[config.mk]
export PLATFORM = sky130hd
export DESIGN_NAME = display_word_scheduler
export DESIGN_NICKNAME = d
export VERILOG_FILES = /design/src/rtl/display_pkg.sv /design/src/rtl/display_rr_pick.sv /design/src/rtl/display_word_scheduler.sv
export SDC_FILE = /design/constraint.sdc
export NUM_CORES = 1
export LEC_CHECK = 0
export CAP_MARGIN = 30
export CORE_UTILIZATION = 42
export DETAILED_ROUTE_END_ITERATION = 8
export HOLD_SLACK_MARGIN = 0.05
export PLACE_DENSITY = 0.81
export SLEW_MARGIN = 15
export SYNTH_ARGS = -nofsm -noshare
export SYNTH_HDL_FRONTEND = slang
export SYNTH_SLANG_ARGS = --single-unit
export TNS_END_PERCENT = 1
[constraint.sdc]
create_clock -name clk_in -period 3.5 [get_ports clk_in]
set_input_delay 1.05 -clock clk_in [delete_from_list [all_inputs] [get_ports clk_in]]
set_output_delay 1.05 -clock clk_in [all_outputs]
set_load 0.02 [all_outputs]
[src/rtl/display_pkg.sv]
// Shared definitions for the display word scheduler.
//   - State encoding for the scheduler FSM.
//   - Width and limit constants.
//   - wrap_add: modulo-N index increment used by the round-robin finder.
package display_pkg;

  localparam int unsigned WORD_W        = 32;
  localparam int unsigned IDX_W         = 3;
  localparam int unsigned NUM_SRC_MAX   = 7;
  localparam int unsigned DEFAULT_DWELL = 134217728;

  typedef enum logic [1:0] {
    IDLE   = 2'd0,
    SHOW   = 2'd1,
    URGENT = 2'd2
  } disp_state_e;

  // (base + step) mod n, valid for base < n and step <= n.
  function automatic logic [IDX_W-1:0] wrap_add(input logic [IDX_W-1:0] base,
                                                input int unsigned       step,
                                                input int unsigned       n);
    int unsigned sum;
    sum = 32'(base) + step;
    if (sum >= n) begin
      sum = sum - n;
    end
    return IDX_W'(sum);
  endfunction

endpackage

[src/rtl/display_rr_pick.sv]
// Rotate-priority finder (purely combinational).
// Starting at last_idx+1 and wrapping modulo NUM_SRC, returns the first valid
// source. last_idx itself is considered last, so a lone valid last_idx is
// picked again.
// Ports:
//   src_valid  in   NUM_SRC  per-source valid level
//   last_idx   in   3        most recently captured source
//   pick_idx   out  3        chosen source (0 when pick_found is low)
//   pick_found out  1        at least one source is valid
module display_rr_pick
  import display_pkg::*;
#(
  parameter int unsigned NUM_SRC = 4
) (
  input  logic [NUM_SRC-1:0] src_valid,
  input  logic [IDX_W-1:0]   last_idx,
  output logic [IDX_W-1:0]   pick_idx,
  output logic               pick_found
);

  // Walk offsets 1..NUM_SRC from last_idx; first valid hit wins.
  always_comb begin
    pick_found = 1'b0;
    pick_idx   = '0;
    for (int unsigned k = 1; k <= NUM_SRC; k++) begin
      for (int unsigned j = 0; j < NUM_SRC; j++) begin
        if (!pick_found && src_valid[j] &&
            (wrap_add(last_idx, k, NUM_SRC) == IDX_W'(j))) begin
          pick_found = 1'b1;
          pick_idx   = IDX_W'(j);
        end
      end
    end
  end

endmodule

[src/rtl/display_word_scheduler.sv]
// Shares the 32-bit seven-segment display word between NUM_SRC requesters.
// Auto mode rotates round-robin over valid sources with a fixed dwell; an
// urgent word pre-empts the rotation and is held until btn_next.
// Ports:
//   clk_in         in   1             system clock
//   reset          in   1             asynchronous active-high reset
//   src_word       in   32*NUM_SRC    packed source words, source i at [32i+31:32i]
//   src_valid      in   NUM_SRC       source i has a word to display
//   src_ack        out  NUM_SRC       one-cycle pulse on the captured source
//   urgent_valid   in   1             pulse, capture urgent_word
//   urgent_word    in   32            urgent word
//   btn_next       in   1             pulse, advance now / release urgent
//   manual_mode    in   1             level, disables dwell rotation
//   Word           out  32            registered display word
//   src_idx        out  3             source currently displayed
//   urgent_active  out  1             urgent word held
//   word_update    out  1             pulse whenever Word is loaded
module display_word_scheduler
  import display_pkg::*;
#(
  parameter int unsigned NUM_SRC      = 4,
  parameter int unsigned DWELL_CYCLES = DEFAULT_DWELL,
  parameter int unsigned CNT_W        = 28
) (
  input  logic                      clk_in,
  input  logic                      reset,
  input  logic [WORD_W*NUM_SRC-1:0] src_word,
  input  logic [NUM_SRC-1:0]        src_valid,
  output logic [NUM_SRC-1:0]        src_ack,
  input  logic                      urgent_valid,
  input  logic [WORD_W-1:0]         urgent_word,
  input  logic                      btn_next,
  input  logic                      manual_mode,
  output logic [WORD_W-1:0]         Word,
  output logic [IDX_W-1:0]          src_idx,
  output logic                      urgent_active,
  output logic                      word_update
);

  localparam logic [CNT_W-1:0]   EXPIRE_CNT = CNT_W'(DWELL_CYCLES - 1);
  localparam logic [IDX_W-1:0]   LAST_RST   = IDX_W'(NUM_SRC - 1);

  disp_state_e         state_q, state_d;
  logic [CNT_W-1:0]    cnt_q, cnt_d;
  logic [IDX_W-1:0]    last_idx_q, last_idx_d;
  logic [WORD_W-1:0]   word_q, word_d;
  logic [IDX_W-1:0]    src_idx_q, src_idx_d;
  logic                urgent_q, urgent_d;
  logic [NUM_SRC-1:0]  ack_q, ack_d;
  logic                update_q, update_d;

  logic [IDX_W-1:0]    pick_idx;
  logic                pick_found;
  logic [WORD_W-1:0]   pick_word;
  logic [NUM_SRC-1:0]  pick_ack;
  logic                expiry;

  display_rr_pick #(
    .NUM_SRC (NUM_SRC)
  ) u_pick (
    .src_valid  (src_valid),
    .last_idx   (last_idx_q),
    .pick_idx   (pick_idx),
    .pick_found (pick_found)
  );

  // Select the picked source's word and one-hot ack.
  always_comb begin
    pick_word = '0;
    pick_ack  = '0;
    for (int unsigned j = 0; j < NUM_SRC; j++) begin
      if (pick_idx == IDX_W'(j)) begin
        pick_word   = src_word[j*WORD_W +: WORD_W];
        pick_ack[j] = 1'b1;
      end
    end
  end

  assign expiry = (state_q == SHOW) && !manual_mode && (cnt_q == EXPIRE_CNT);

  // Next-state and output computation.
  always_comb begin
    state_d    = state_q;
    cnt_d      = cnt_q;
    last_idx_d = last_idx_q;
    word_d     = word_q;
    src_idx_d  = src_idx_q;
    urgent_d   = urgent_q;
    ack_d      = '0;
    update_d   = 1'b0;

    if (urgent_valid) begin
      // Urgent wins over everything; a coincident btn_next is dropped.
      state_d  = URGENT;
      word_d   = urgent_word;
      urgent_d = 1'b1;
      update_d = 1'b1;
      cnt_d    = '0;
    end else begin
      unique case (state_q)
        IDLE: begin
          if (pick_found) begin
            state_d    = SHOW;
            word_d     = pick_word;
            src_idx_d  = pick_idx;
            last_idx_d = pick_idx;
            ack_d      = pick_ack;
            update_d   = 1'b1;
            cnt_d      = '0;
          end
        end
        SHOW: begin
          if (btn_next || expiry) begin
            if (pick_found) begin
              word_d     = pick_word;
              src_idx_d  = pick_idx;
              last_idx_d = pick_idx;
              ack_d      = pick_ack;
              update_d   = 1'b1;
              cnt_d      = '0;
            end else begin
              state_d = IDLE;
              cnt_d   = '0;
            end
          end else if (manual_mode) begin
            // Held at zero so leaving manual mode restarts a full dwell.
            cnt_d = '0;
          end else begin
            cnt_d = cnt_q + CNT_W'(1);
          end
        end
        URGENT: begin
          if (btn_next) begin
            urgent_d = 1'b0;
            cnt_d    = '0;
            if (pick_found) begin
              state_d    = SHOW;
              word_d     = pick_word;
              src_idx_d  = pick_idx;
              last_idx_d = pick_idx;
              ack_d      = pick_ack;
              update_d   = 1'b1;
            end else begin
              state_d = IDLE;
            end
          end
        end
        default: begin
          state_d = IDLE;
        end
      endcase
    end
  end

  // State and output registers.
  always_ff @(posedge clk_in or posedge reset) begin
    if (reset) begin
      state_q    <= IDLE;
      cnt_q      <= '0;
      last_idx_q <= LAST_RST;
      word_q     <= '0;
      src_idx_q  <= '0;
      urgent_q   <= 1'b0;
      ack_q      <= '0;
      update_q   <= 1'b0;
    end else begin
      state_q    <= state_d;
      cnt_q      <= cnt_d;
      last_idx_q <= last_idx_d;
      word_q     <= word_d;
      src_idx_q  <= src_idx_d;
      urgent_q   <= urgent_d;
      ack_q      <= ack_d;
      update_q   <= update_d;
    end
  end

  assign Word          = word_q;
  assign src_idx       = src_idx_q;
  assign urgent_active = urgent_q;
  assign src_ack       = ack_q;
  assign word_update   = update_q;

endmodule

==> run_results.csv <==
group,metric,value,unit
timing,finalCriticalPeriod,2.94,ns
logic_synthesis,synth.largest_area_cell,"dfrtp_1",
clocking,root_buffer,"clkbuf_8",
logic_synthesis,synth.area.top_cells,"dfrtp_1, a22oi_2, nor2_1, o22a_1, a22oi_1",
timing,fin_crit_sh,0.840,
timing,finalHoldViolations,0,
timing,slew_viol_final,0,
timing,skew,0.0147,ns
setup_path,r2r_start,"state_q[1]",
grt,grt_pass1_wl,24400,um
die,initial_core_util,0.438,
timing,fmax,340,MHz
timing,setup_viol,0,
setup_path,cp.required,3.74,ns
route,wl_per_cell,18.5,um
clocking,cts_tree,"yes",
logic_synthesis,synth_top_area_frac,0.382,
logic_synthesis,yosys_warnings,0,
die,die_w,106,um
setup_path,rr_worst_depth,9,
grt,use_met1,0.320,
grt,grt-ovfl-total,0,
route,dr_total_vias,4825,
setup_path,critPathKind,"input port to register",
grt,grt_max_degree,46,
setup_path,arrival,3.18,ns
route,drt_iter0_markers,317,
clocking,cts_buffers,9,
logic_synthesis,synth_area,0.00458,mm^2
die,io_pins,210,
die,fp.dieH,106,um
route,vias_per_cell,5.72,
setup_path,r2r_slack,0.99,ns
grt,grt.met2_usage,0.481,
layout,most-common-layout-cells,"clkdlybuf4s50_1, nor2_1, dfrtp_1, o21ai_0, a22oi_1",
timing,fin_setup_tns,0,ns
timing,tightest_slew,0.723,ns
clocking,path_clk_slew,0.08,ns
worst_hold_path,hold_class,"register to register",
layout,n_antenna_cell,0,
logic_synthesis,async_flop_share,1.00,
job,drv_cap,0,
route,wl,15600,um
logic_synthesis,synth_edf_count,0,
timing,rsz0062_at_grt,"false",
die,coreArea,0.0105,mm^2
logic_synthesis,synth-seq-cells,72,
power_and_ir_drop,p_per_area,540,mW/mm^2
grt,antenna_found_initial,0,
power_and_ir_drop,ir_drop,0.000362,V
logic_synthesis,synth_area_per_cell,9.15,um^2
outcome,outcome,"finished clean",
logic_synthesis,ys_seq_area_frac,0.394,
grt,grt_busiest_layer,"met2",
logic_synthesis,synth.net_count,675,
grt,grt_pass1_vias,4884,
placement,gp_congestion,0.875,
route,drc_errors,0,
layout,final_common_cell,"clkdlybuf4s50_1",
logic_synthesis,synth_flop_cell,"dfrtp_1",
die,dieArea,0.0113,mm^2
setup_path,crit_path_start,"src_valid[0]",
grt,grt_use_total,0.278,
power_and_ir_drop,leakage,2.76,nW
route,ant_nets,0,
route,first_pass_iters,5,
grt,grt_use_met3,0.0809,
clocking,cts_resized,0,
clocking,cts_hold_buf,0,
clocking,clock_path_buffers,2,
clocking,cts_htree_levels,3,
clocking,clkLatencyLatePin,0.35,ns
setup_path,cp-start-kind,"input port",
setup_path,cp-end-kind,"register",
clocking,postCtsSetupBuffers,0,
setup_path,reg2reg_to,"Word[12]",
timing,timing.hold.ws,0.481,ns
setup_path,crit_end,"cnt_q[23]",
layout,final_nets,876,
logic_synthesis,synth_cell_types,55,
logic_synthesis,syn_inst,501,
layout,area_delta_synth_final,54.1,%
setup_path,path_max_fanout,7,
placement,hpwl,12000,um
layout,final_layout_size_suffix_gt1_frac,0.120,
placement,io_buffers,208,
clocking,clock_sinks,72,
timing,slew_headroom,0.517,
die,num_rows,37,
## worst min-delay path by stage
stage	start	end	slack [ns]	cells after the start
5_1_grt	urgent_active	urgent_active	0.50	2
2_1_floorplan	cnt_q[1]	cnt_q[1]	0.47	2
3_3_place_gp	urgent_active	urgent_active	0.46	2
3_5_place_dp	urgent_active	urgent_active	0.47	2
4_1_cts	urgent_active	urgent_active	0.48	2
6_report	urgent_active	urgent_active	0.48	2
## stage by stage
step / worst slack [ns] / utilization / total power, W / instance area, um^2 / cells
global route: 0.445 / 0.675 / 0.00403 / 7060 / 843
CTS: 0.504 / 0.674 / 0.00382 / 7050 / 842
detailed placement: 0.120 / 0.655 / 0.00314 / 6850 / 826
floorplan: 0.628 / - / 0.00227 / 4580 / 501
global placement: 0.237 / 0.655 / 0.00310 / 6850 / 826
finish: 0.560 / 0.675 / 0.00382 / 7060 / 843
## state kept, by name (all words and copies together), names as in the netlist
register / flops
cnt_q: 28
word_update: 1
Word: 32
last_idx_q: 2
src_ack: 4
state_q: 2
src_idx: 2
urgent_active: 1
## synthesized netlist by cell type, types with 3 or more instances
master and instances:
nand3_1 12, o21ai_1 30, mux2_2 4, nand4_1 5, xnor2_1 19, a22oi_2 30
xor2_1 6, a21oi_1 6, and3_1 3, nor4_1 3, o22a_1 31, buf_2 9
buf_1 3, nand2_1 22, buf_6 3, nor2_1 83, a22oi_1 32, o21ai_0 38
nor3_1 9, nor2b_1 4, ha_1 5, clkbuf_1 21, inv_1 11, dfrtp_1 70
## logic make-up (layout without fill, tap and decap cells)
group                    count (synthesis)  in the layout  synth area share
AO/OA/AOI/OAI                          186            186             0.314
XOR/XNOR                                25             25            0.0478
adder cells (fa/ha/maj)                  5              5            0.0136
buffers and inverters                   49            255            0.0508
flip-flops                              72             72             0.394
multiplexers                             6              6            0.0142
other                                    1              1          0.000818
AND/OR/NAND/NOR                        157            157             0.165
## power breakdown
group / total (W) / switching [W] / internal (W)
sequential: 0.00115 / 0.000146 / 0.00100
combinational: 0.00200 / 0.00106 / 0.000940
clock: 0.000666 / 0.000299 / 0.000367
## layout make-up
cell class | count | area (um^2)
inverter | 11 | 41.3
fill | 826 | 3400
sequential | 72 | 1800
timing repair buffer | 228 | 2270
tap | 136 | 170
clock buffer | 13 | 159
clock inverter | 3 | 40.0
multi-input combinational | 380 | 2580
## critical path, stage by stage
cell and delay, ns:
clkdlybuf4s50_1 0.61, nor4_4 0.13, a311oi_2 0.45, nand3_1 0.31, nor4_1 0.40, xnor2_1 0.16
nor2_1 0.06
## metal layers
metal  vias up  part of all wire
met5         -                 0
met4         0             0.037
met3        39             0.080
met2       245              0.50
met1      2301              0.38
li1       2240                 -
No activity file was read; power rests on OpenSTA's default activity.
